### config.mk
export PLATFORM = sky130hd
export DESIGN_NAME = apb2ahb_bridge
export DESIGN_NICKNAME = d
export VERILOG_FILES = /design/src/rtl/apb2ahb_pkg.sv /design/src/rtl/apb2ahb_strb_dec.sv /design/src/rtl/apb2ahb_bridge.sv
export SDC_FILE = /design/constraint.sdc
export NUM_CORES = 1
export LEC_CHECK = 0
export CAP_MARGIN = 20
export CORE_AREA = 2 2 98 100
export DETAILED_ROUTE_END_ITERATION = 8
export DIE_AREA = 0 0 100 102
export PLACE_DENSITY_LB_ADDON = 0.05
export SKIP_CTS_REPAIR_TIMING = 1
export SYNTH_ARGS = -nofsm -noshare
export SYNTH_HDL_FRONTEND = slang
export SYNTH_SLANG_ARGS = --single-unit
### constraint.sdc
create_clock -name HCLK -period 1.6 [get_ports HCLK]
set_input_delay 0.4 -clock HCLK [delete_from_list [all_inputs] [get_ports HCLK]]
set_output_delay 0.4 -clock HCLK [all_outputs]
set_load 0.005 [all_outputs]
### src/rtl/apb2ahb_pkg.sv
// Shared encodings and FSM state type for the APB3-to-AHB-Lite bridge.
// No logic; latency and backpressure are properties of the bridge itself.
// Imported by apb2ahb_bridge and apb2ahb_strb_dec.
package apb2ahb_pkg;

    localparam logic [1:0] HTRANS_IDLE   = 2'b00;
    localparam logic [1:0] HTRANS_NONSEQ = 2'b10;

    localparam logic [2:0] HSIZE_BYTE = 3'b000;
    localparam logic [2:0] HSIZE_HALF = 3'b001;
    localparam logic [2:0] HSIZE_WORD = 3'b010;

    localparam logic [2:0] HBURST_SINGLE = 3'b000;

    typedef enum logic [1:0] {
        ST_IDLE = 2'd0,
        ST_ADDR = 2'd1,
        ST_DATA = 2'd2,
        ST_RESP = 2'd3
    } state_t;

endpackage

### src/rtl/apb2ahb_strb_dec.sv
// Decodes a write byte strobe into AHB transfer size and low address bits.
// Purely combinational, zero latency; no flow control.
// Strobes that are not a full word, an aligned half or a single byte are flagged illegal.
module apb2ahb_strb_dec
    import apb2ahb_pkg::*;
(
    input  logic [3:0] strb,
    output logic [2:0] hsize,
    output logic [1:0] addr_lo,
    output logic       illegal
);

    always_comb begin
        hsize   = HSIZE_WORD;
        addr_lo = 2'b00;
        illegal = 1'b0;
        case (strb)
            4'b1111: hsize = HSIZE_WORD;
            4'b0011: hsize = HSIZE_HALF;
            4'b1100: begin hsize = HSIZE_HALF; addr_lo = 2'b10; end
            4'b0001: begin hsize = HSIZE_BYTE; addr_lo = 2'b00; end
            4'b0010: begin hsize = HSIZE_BYTE; addr_lo = 2'b01; end
            4'b0100: begin hsize = HSIZE_BYTE; addr_lo = 2'b10; end
            4'b1000: begin hsize = HSIZE_BYTE; addr_lo = 2'b11; end
            default: illegal = 1'b1;
        endcase
    end

endmodule

### src/rtl/apb2ahb_bridge.sv
// APB3 responder issuing one AHB-Lite SINGLE NONSEQ transfer per APB access (APB2AHB_APB4_EN adds PPROT/PSTRB).
// Latency: at least 3 HCLK from the APB setup edge to PREADY with a zero-wait AHB slave.
// Backpressure: PREADY stays low until the AHB data phase completes; AHB HREADY=0 holds each phase.
module apb2ahb_bridge
    import apb2ahb_pkg::*;
#(
    parameter int          ADDRWIDTH     = 16,
    parameter int          DATAWIDTH     = 32,
    parameter logic [31:0] BASE_ADDR     = 32'h4000_0000,
    parameter logic [3:0]  HPROT_DEFAULT = 4'b0011
) (
    input  logic                 HCLK,
    input  logic                 HRESET,
    input  logic                 PCLKEN,
    input  logic                 PSEL,
    input  logic                 PENABLE,
    input  logic [ADDRWIDTH-1:0] PADDR,
    input  logic                 PWRITE,
`ifdef APB2AHB_APB4_EN
    input  logic [2:0]           PPROT,
    input  logic [3:0]           PSTRB,
`endif
    input  logic [DATAWIDTH-1:0] PWDATA,
    output logic                 PREADY,
    output logic [DATAWIDTH-1:0] PRDATA,
    output logic                 PSLVERR,
    output logic [31:0]          HADDR,
    output logic [1:0]           HTRANS,
    output logic                 HWRITE,
    output logic [2:0]           HSIZE,
    output logic [2:0]           HBURST,
    output logic [3:0]           HPROT,
    output logic                 HMASTLOCK,
    output logic [DATAWIDTH-1:0] HWDATA,
    input  logic [DATAWIDTH-1:0] HRDATA,
    input  logic                 HREADY,
    input  logic                 HRESP,
    output logic                 APBACTIVE
);

    localparam logic [31:0] ADDR_MASK = 32'((64'd1 << ADDRWIDTH) - 64'd1);

    state_t               state, state_nxt;
    logic                 setup;
    logic [31:0]          addr_full;
    logic [31:0]          setup_addr;
    logic [2:0]           setup_size;
    logic [3:0]           setup_prot;
    logic                 setup_err;

    logic [31:0]          haddr_q;
    logic                 hwrite_q;
    logic [2:0]           hsize_q;
    logic [3:0]           hprot_q;
    logic [DATAWIDTH-1:0] hwdata_q;
    logic [DATAWIDTH-1:0] prdata_q;
    logic                 err_q;

    assign setup     = (state == ST_IDLE) && PCLKEN && PSEL && !PENABLE;
    assign addr_full = (BASE_ADDR & ~ADDR_MASK) | 32'(PADDR);

`ifdef APB2AHB_APB4_EN
    logic [2:0] strb_size;
    logic [1:0] strb_lo;
    logic       strb_illegal;
    logic       unused_pprot;

    apb2ahb_strb_dec u_strb_dec (
        .strb    (PSTRB),
        .hsize   (strb_size),
        .addr_lo (strb_lo),
        .illegal (strb_illegal)
    );

    // Reads always move a full word; only writes are shaped by the strobe.
    assign setup_err    = PWRITE & strb_illegal;
    assign setup_size   = PWRITE ? strb_size : HSIZE_WORD;
    assign setup_addr   = PWRITE ? {addr_full[31:2], strb_lo} : addr_full;
    assign setup_prot   = {2'b00, PPROT[0], ~PPROT[2]};
    assign unused_pprot = PPROT[1];
`else
    assign setup_err  = 1'b0;
    assign setup_size = HSIZE_WORD;
    assign setup_addr = addr_full;
    assign setup_prot = HPROT_DEFAULT;
`endif

    always_ff @(posedge HCLK) begin
        if (HRESET) begin
            state <= ST_IDLE;
        end else begin
            state <= state_nxt;
        end
    end

    always_comb begin
        state_nxt = state;
        case (state)
            ST_IDLE: begin
                if (setup) begin
                    state_nxt = setup_err ? ST_RESP : ST_ADDR;
                end
            end
            ST_ADDR: begin
                if (HREADY) begin
                    state_nxt = ST_DATA;
                end
            end
            ST_DATA: begin
                if (HREADY) begin
                    state_nxt = ST_RESP;
                end
            end
            ST_RESP: begin
                // A dropped PSEL also releases RESP, so a misbehaving master cannot wedge the bridge.
                if (PCLKEN && (!PSEL || PENABLE)) begin
                    state_nxt = ST_IDLE;
                end
            end
            default: state_nxt = ST_IDLE;
        endcase
    end

    always_ff @(posedge HCLK) begin
        if (HRESET) begin
            haddr_q  <= '0;
            hwrite_q <= 1'b0;
            hsize_q  <= HSIZE_WORD;
            hprot_q  <= HPROT_DEFAULT;
            hwdata_q <= '0;
            prdata_q <= '0;
            err_q    <= 1'b0;
        end else begin
            if (setup) begin
                haddr_q  <= setup_addr;
                hwrite_q <= PWRITE;
                hsize_q  <= setup_size;
                hprot_q  <= setup_prot;
                hwdata_q <= PWDATA;
                err_q    <= setup_err;
            end
            // HRESP only counts on the completing cycle of an ERROR response.
            if ((state == ST_DATA) && HREADY) begin
                err_q <= HRESP;
                if (!hwrite_q) begin
                    prdata_q <= HRDATA;
                end
            end
        end
    end

    assign HTRANS    = (state == ST_ADDR) ? HTRANS_NONSEQ : HTRANS_IDLE;
    assign HADDR     = haddr_q;
    assign HWRITE    = hwrite_q;
    assign HSIZE     = hsize_q;
    assign HPROT     = hprot_q;
    assign HBURST    = HBURST_SINGLE;
    assign HMASTLOCK = 1'b0;
    assign HWDATA    = hwdata_q;
    assign PREADY    = (state == ST_RESP);
    assign PSLVERR   = (state == ST_RESP) && err_q;
    assign PRDATA    = prdata_q;
    assign APBACTIVE = (state != ST_IDLE);

endmodule

=== After elaboration in Yosys (flattened, before gate mapping) ===
Cells that the tools add are included.

* Bits in registers: 85
* Input bits: 88
* Output and inout bits: 113

* Equality and inequality tests: 7
* Mux-type cells: 8
* Bitwise gates (word level): 1
* Reduce and logical (&&, ||, !) cells: 14

{| class="wikitable"
|+ Operators with widths
! cell !! count
|-
| two-way mux 2 bit || 5
|-
| case mux 2 bit (4 select lines) || 1
|-
| logical AND 1 bit || 6
|-
| inequality test 2 bit, second input constant || 3
|-
| == test 2 bit, second input constant || 2
|-
| AND reduction 4 bit || 1
|-
| nonzero test 2 bit || 2
|-
| == test 2 x 1 -> 1 bit, second input constant || 1
|-
| zero test 1 bit || 2
|-
| zero test 2 bit || 1
|-
| two-way mux 1 bit || 2
|-
| inequality test 2 x 1 -> 1 bit, second input constant || 1
|-
| AND reduction 2 bit || 1
|-
| logical OR 1 bit || 1
|-
| NOT 1 bit || 1
|}

=== Depth between registers and ports, before layout ===
Gate-level depths: netlist of the first run.

* Depth in word-level cells: 6
* Gate-level depth with buffers: 7
* Mapped depth without buffers: 5

=== Worst setup path before layout of the first run ===
No wires, ideal clock.

* Path type: flip-flop to flip-flop
* Start point: register state[0]
* End point: register haddr_q[30] (netlist: HADDR[30])
* Data arrival time: 1.220 ns
* Data required time: 1.472 ns
* Path slack: 0.252 ns
* Cell stages (with the launch flop): 8
* Buffers on the path: 2
* Clock period less this slack: 1.348 ns
* Cell sequence: dfxtp_1 > inv_1 > ha_1 > and4b_1 > buf_4 > buf_6 > nor2_1 > nor2_1

* Longest elaborated chain between the ends: 4

{| class="wikitable"
|+ Ends and longest elaborated chain
! what !! RTL line !! source
|-
| start, declared || apb2ahb_bridge.sv:43 || <nowiki>state_t state, state_nxt;</nowiki>
|-
| start signal, assigned || apb2ahb_bridge.sv:92 || <nowiki>state <= state_nxt;</nowiki>
|-
| zero test 2 bit || apb2ahb_bridge.sv:59 || <nowiki>assign setup = (state == ST_IDLE) && PCLKEN && PSEL && !PENABLE;</nowiki>
|-
| logical AND 1 bit (3 in series) || apb2ahb_bridge.sv:59 ||
|-
| end signal, assigned || apb2ahb_bridge.sv:135 || <nowiki>haddr_q <= setup_addr;</nowiki>
|-
| end, declared || apb2ahb_bridge.sv:51 || <nowiki>logic [31:0] haddr_q;</nowiki>
|}

No other way between the ends.
A chain may end at the register's enable or synchronous reset.

=== Final worst setup path of the first run ===
* Start point: register prdata_q[29] (netlist: PRDATA[29])
* End point: output PRDATA[29]

{| class="wikitable"
|+ RTL lines
! what !! RTL line !! source
|-
| start, declared || apb2ahb_bridge.sv:56 || <nowiki>logic [DATAWIDTH-1:0] prdata_q;</nowiki>
|-
| start signal, assigned || apb2ahb_bridge.sv:131 || <nowiki>prdata_q <= '0;</nowiki>
|-
| start signal, assigned || apb2ahb_bridge.sv:146 || <nowiki>prdata_q <= HRDATA;</nowiki>
|-
| end, declared || apb2ahb_bridge.sv:25 || <nowiki>output logic [DATAWIDTH-1:0] PRDATA,</nowiki>
|}

No word-level cell between the ends.

==> impl_results.md, run 1 <==
* Final Cycle Share at 0.970
* Io pins at ~200
* CTS tree: done
* Post-synthesis average cell area at ~8.0 µm²
* Vias in the first global route at roughly 3.0k
* Via count at about 3.2k
* Die Ht at between 100 and 150 µm
* Post-DP HPWL at roughly 6.6 mm
* TritonRoute pass-1 iters at 4
* TNS Setup at 0 ns
* DRT iter0 DRCs at 75
* Pwr Total at 4.75 mW
* Hold Path Class: input port to flop
* DP Area at 5070 µm²
* Worst-Skew Late Latency at around 0.34 ns
* Data arrival time of the critical path at between 1 and 1.5 ns
* Initial antenna violation count at 1
* Yosys warnings at 0
* Initial Utilization at 0.364
* Post-synthesis sequential area ratio at 0.513
* Cells after synthesis at 415
* Placed cells at ~690
* Synthesized area at 3310 µm²
* Setup CP Type: flop to output port
* Hold_ws at between 0.2 and 0.3 ns
* Share of cells above drive strength 1 at 0.120
* Outcome: finished, final reports clean
* Crit-path slowest cell: clkdlybuf4s50_1
* CP max FO at 2
* Worst path max stage delay at about 0.49 ns
* Final Instance Count excl. Fillers at between 700 and 800
* Fin area at between 5000 and 6000 µm²
* Peak VDD IR at just under 0.5 mV
* F_max at between 600 and 700 MHz
* # DRC at 0
* Port Buf Inserts at 173
* Final count of negative-setup-slack endpoints at 0
* Lkg Pwr at ~3.4 nW
* DR WL/cell at 13.7 µm
* Worst path cell trace: clkdlybuf4s50_1
* Largest net degree at the start of global routing at 41
* Dpl ws at -0.128 ns
* Core area at ~9000 µm²
* Site row count at 35
* Fin util at 0.616
* Routed WL at roughly 9.6 mm
* Slew Viols, Final at 0
* PD cells at roughly 850 nW/µm²
* Htree depth at 3
* Netlist cell types at 26
* Die area at 10200 µm²
* Sink Count at 85
* Buf/Inv on CP at 1
* Setup ws final at ~0.048 ns
* Area Overhead vs Synth at 69.2%
* Global route overflow at 0
* Via-per-instance ratio at 4.53
* CP endpoint kind: output port
* GRT Total Usage at 0.173
* WP data required at ~1.2 ns
* Post-layout nets at approximately 700
* Max-Cap Viols at 0
* Clk buf depth at 2
* GP Congestion at 0.766
* CTS clk-pin slew, worst paths at about 0.07 ns
* Final hold vios at 0
* Root Driver: clkbuf_8
* Nature of the critical path startpoint: flop
* Antenna viol nets, final at 0
* Total CTS buffers at 9
* FF+latch count, synth at 85
* Crit path time final at ~1.6 ns
* Clk_skew at 0.00903 ns
* Die X at 100 µm
* First-pass GRT wire length at 14.1 mm
* Delay-heaviest family, CP: buffers and inverters
* RSZ-0062 raised after global routing: yes
==> sequential cells by signal, indices dropped and copies added, names as in the netlist <==
| signal | cells |
|---|---|
| PRDATA | 32 |
| HWDATA | 32 |
| HADDR | 17 |
| err_q | 1 |
| HWRITE | 1 |
| state | 2 |
==> path summary, 6_finish.rpt <==
kind	start	end	slack, ns	cells past startpoint
max	PRDATA[29]	PRDATA[29]	0.05	1
min	HRESET	state[0]	0.29	2
max reg2reg	state[1]	HWDATA[3]	0.10	7
min reg2reg	PRDATA[6]	PRDATA[6]	0.45	2
==> kinds of logic (layout without fill, tap and decap cells) <==
logic type	count (synthesis)	after routing	share of synthesized area
adders and majority gates	4	4	0.0151
and+or+nand+nor	176	176	0.210
buffers and inverters	59	211	0.119
AOI/OAI and AO/OA	88	88	0.137
DFF	85	85	0.513
muxes	1	1	0.00302
other	2	28	0.00227
==> cells in the final DEF, fill, tap and decap left out, types with 2 or more instances in the layout <==
| master | synthesis | final |
|---|---|---|
| clkbuf_16 | 0 | 2 |
| dfxtp_2 | 0 | 30 |
| nand2_1 | 163 | 163 |
| inv_1 | 5 | 5 |
| nand2b_1 | 2 | 2 |
| o21bai_1 | 2 | 2 |
| dlymetal6s2s_1 | 0 | 81 |
| bufinv_16 | 0 | 3 |
| nor2_1 | 2 | 2 |
| buf_4 | 28 | 10 |
| clkbuf_2 | 0 | 3 |
| ha_2 | 0 | 3 |
| conb_1 | 2 | 27 |
| a21oi_1 | 82 | 80 |
| clkbuf_8 | 0 | 9 |
| clkdlybuf4s50_1 | 0 | 88 |
| clkbuf_1 | 10 | 2 |
| a21oi_2 | 0 | 2 |
| dfxtp_1 | 85 | 55 |
| nand3b_1 | 2 | 2 |
| nand3_1 | 2 | 2 |
| buf_12 | 0 | 4 |
==> cell usage after synthesis <==
library cell | count | area [µm²]
mux2i_1 | 1 | 10.0
nand3b_1 | 2 | 15.0
nor2b_1 | 1 | 6.26
a211oi_1 | 1 | 7.51
o21ai_0 | 1 | 5.00
inv_1 | 5 | 18.8
buf_6 | 8 | 90.1
a21oi_1 | 82 | 410
and3b_1 | 1 | 8.76
and2_1 | 1 | 6.26
nand2b_1 | 2 | 12.5
o2111ai_1 | 1 | 8.76
and4b_1 | 1 | 10.0
conb_1 | 2 | 7.51
clkbuf_1 | 10 | 37.5
nand4b_1 | 1 | 8.76
a221oi_1 | 1 | 8.76
buf_2 | 5 | 25.0
nand2_1 | 163 | 612
nand3_1 | 2 | 10.0
dfxtp_1 | 85 | 1700
nor2_1 | 2 | 7.51
ha_1 | 4 | 50.1
buf_1 | 3 | 11.3
o21bai_1 | 2 | 15.0
buf_4 | 28 | 210
==> layer usage <==
metal,vias to the layer above,global-route usage,share of wire
met3,17,0.0650,0.081
met1,1436,0.191,0.40
met5,-,0,0
met4,0,0.0780,0.021
met2,117,0.299,0.49
li1,1616,-,-
==> power by group <==
| part | total [mW] | internal (mW) | switching [mW] |
|---|---|---|---|
| registers | 2.24 | 2.20 | 0.0395 |
| clock network | 1.76 | 1.03 | 0.725 |
| logic | 0.758 | 0.444 | 0.314 |
| total | 4.75 | 3.67 | 1.08 |
==> worst reg2reg max path, stage by stage (launching register included) <==
cell       delay, ns
dfxtp_2         0.33
inv_1           0.08
ha_2            0.18
buf_4           0.13
and4b_4         0.35
clkbuf_16       0.20
nand2_1         0.06
a21oi_1         0.11
==> area by class of cell <==
class / instances / area [µm²]
inverter: 5 / 18.8
multi-input combinational: 296 / 1330
antenna: 1 / 2.50
timing repair buffer: 191 / 2150
tap: 111 / 139
clock buffer: 11 / 131
fill: 823 / 3500
clock inverter: 4 / 97.6
sequential: 85 / 1740
Note: power is estimated with default switching activity, not from simulation.
==> run 2, diff against run 1 <==
- ABC_CLOCK_PERIOD_IN_PS: unset -> 1600
- SLEW_MARGIN: unset -> 20
==> results of run 2 <==
Same layout as run 1: the final DEF is identical, and so are final timing and power.
==> run 3, diff against run 2 <==
- CELL_PAD_IN_SITES_DETAIL_PLACEMENT: unset -> 0
- CELL_PAD_IN_SITES_GLOBAL_PLACEMENT: unset -> 1
- CORE_AREA: 2 2 98 100 -> 2 2 119 121
- DIE_AREA: 0 0 100 102 -> 0 0 121 123
==> run 3 against run 2 <==
Sequential cell count unchanged. Register-to-register slack worse by 0.03 ns. Maximum frequency down 0.74%. Clock skew down 0.0026 ns. First-iteration DRC count up 47%. Sequential power about the same. Die area up 46%. Non-clock buffer count up 2. Via count up 0.13%. Critical path depth unchanged.
==> impl_results.md, run 3 (synthesized netlist as in run 1, its figures left out) <==
* WP data required at 1.20 ns (about the same)
* Final hold vios at 0 (unchanged)
* Crit-path slowest cell: clkdlybuf4s50_1
* Reg area at 1720 µm² (-1.2%)
* Port Buf Inserts at 173 (unchanged)
* Outcome: finished, final reports clean
* First-pass GRT wire length at 15.4 mm (+9.7%)
* Htree depth at 3 (unchanged)
* Hold Path Class: input port to flop
* Delay-heaviest family, CP: buffers and inverters
* Dpl ws at -0.0938 ns (+0.0339 ns)
* Worst-Skew Late Latency at 0.34 ns (about the same)
* Hold path depth at 2 (unchanged)
* # DRC at 0 (unchanged)
* GRT Total Usage at 0.134 (-0.0386)
* RSZ-0062 raised after global routing: yes
* Reg2Reg Depth at 7 (unchanged)
* Nature of the critical path startpoint: flop
* Area Overhead vs Synth at 73.3%
* CP endpoint kind: output port
* Post-DP HPWL at 7.29 mm (+10%)
* Slew Viols, Final at 0 (unchanged)
* Antenna viol nets, final at 0 (unchanged)
* PD cells at 878 nW/µm² (+3.6%)
* Total CTS buffers at 9 (unchanged)
* Worst path depth at 1 (unchanged)
* Core area at 13600 µm² (+49%)
* Worst path max stage delay at 0.50 ns (about the same)
* Vias in the first global route at 2992 (-0.73%)
* Die area at 14900 µm² (+46%)
* DRT iter0 DRCs at 110 (+47%)
* Worst path cell trace: clkdlybuf4s50_1
* Root Driver: clkbuf_16
* Share of cells above drive strength 1 at 0.0859 (-0.0341)
* GP Congestion at 0.698 (-8.9%)
* Site row count at 43 (+23%)
* Via count at 3190 (+0.13%)
* Sink Count at 85 (unchanged)
* Clk_skew at 0.00640 ns (-0.00264 ns)
* Initial Utilization at 0.243 (-0.120)
* DP Area at 5180 µm² (+2.2%)
* Post-layout nets at 682 (+0.29%)
* Setup CP Type: flop to output port
* Initial antenna violation count at 0 (-1)
* Peak VDD IR at 0.382 mV (-23%)
* CTS tree: done
* Setup ws final at 0.0360 ns (-0.0116 ns)
* Area of the multi-input gates at 1350 µm² (+1.0%)
* Final count of negative-setup-slack endpoints at 0 (unchanged)
* Fin util at 0.422 (-0.194)
* Final Cycle Share at 0.978 (+0.00725)
* CTS clk-pin slew, worst paths at 0.06 ns (about the same)
* Clk buf depth at 2 (unchanged)
* Largest net degree at the start of global routing at 44 (+7.3%)
* F_max at 639 MHz (-0.74%)
* Lkg Pwr at 3.30 nW (-3.5%)
* Buf/Inv on CP at 1 (unchanged)
* Most frequent cells in the layout: nand2_1 (163), clkdlybuf4s50_1 (97), a21oi_1 (82)
* Die X at 121 µm (+21%)
* Data arrival time of the critical path at 1.16 ns (about the same)
* Die Ht at 123 µm (+21%)
* # fillers at 1381 (+68%)
* CP max FO at 2 (unchanged)
* TritonRoute pass-1 iters at 4 (unchanged)
* Routed WL at 10.6 mm (+10%)
* Most common cell after layout, fill and taps aside: nand2_1
* Via-per-instance ratio at 4.12 (-8.9%)
* Global route overflow at 0 (unchanged)
* Max-Cap Viols at 0 (unchanged)
* Crit path time final at 1.56 ns (+0.0116 ns)
* Antenna Cells at 0 (-1)
* Io pins at 201 (unchanged)
* DR WL/cell at 13.7 µm (about the same)
* Fin area at 5740 µm² (+2.4%)
[run 3: cell types whose count changed in the layout (fill, tap and decap cells not counted), sizes merged]
cell	previous run	this run
buf	17	20
diode	1	0
bufinv	3	1
clkinvlp	1	0
dlymetal6s2s	81	73
clkinv	0	1
clkdlybuf4s50	88	97
[run 3: worst paths after layout]
check        slack, ns    endpoint        from
max               0.04   HWDATA[3]   HWDATA[3]
min               0.37    state[0]      HRESET
max reg2reg       0.07  HWDATA[20]    state[1]
min reg2reg       0.45  PRDATA[11]  PRDATA[11]
[run 3: per-stage QoR]
step	TNS [ns]	hold slack, ns	std cells	power (mW)
after floorplan	0	0.443	440	2.61
after detailed placement	-5.01	0.448	757	3.07
after global routing	-0.0957	0.375	774	5.31
after global placement	-3.02	0.440	757	3.07
final	0	0.366	774	5.04
after CTS	-1.83	0.371	772	5.12
[run 3: where the power goes]
part / total [mW] / switching [mW] / internal, mW / leakage, nW
registers: 2.25 / 0.0445 / 2.20 / 0.693
logic: 0.784 / 0.327 / 0.456 / 2.47
clock network: 2.01 / 0.813 / 1.20 / 0.134
[run 3: routing by layer]
| layer | track usage | share of wire | up-vias |
|---|---|---|---|
| li1 | - | - | 1621 |
| met1 | 0.164 | 0.43 | 1447 |
| met2 | 0.210 | 0.46 | 113 |
| met3 | 0.0507 | 0.091 | 9 |
| met4 | 0.0632 | 0.016 | 0 |
| met5 | 0 | 0 | - |
[run 3: final cells by class]
type / count / area share
Clock inverter: 2 / 0.00610
Inverter: 5 / 0.00327
Tap cell: 180 / 0.0392
Clock buffer: 13 / 0.0418
Sequential cell: 85 / 0.299
Multi-Input combinational cell: 296 / 0.234
Timing Repair Buffer: 193 / 0.376
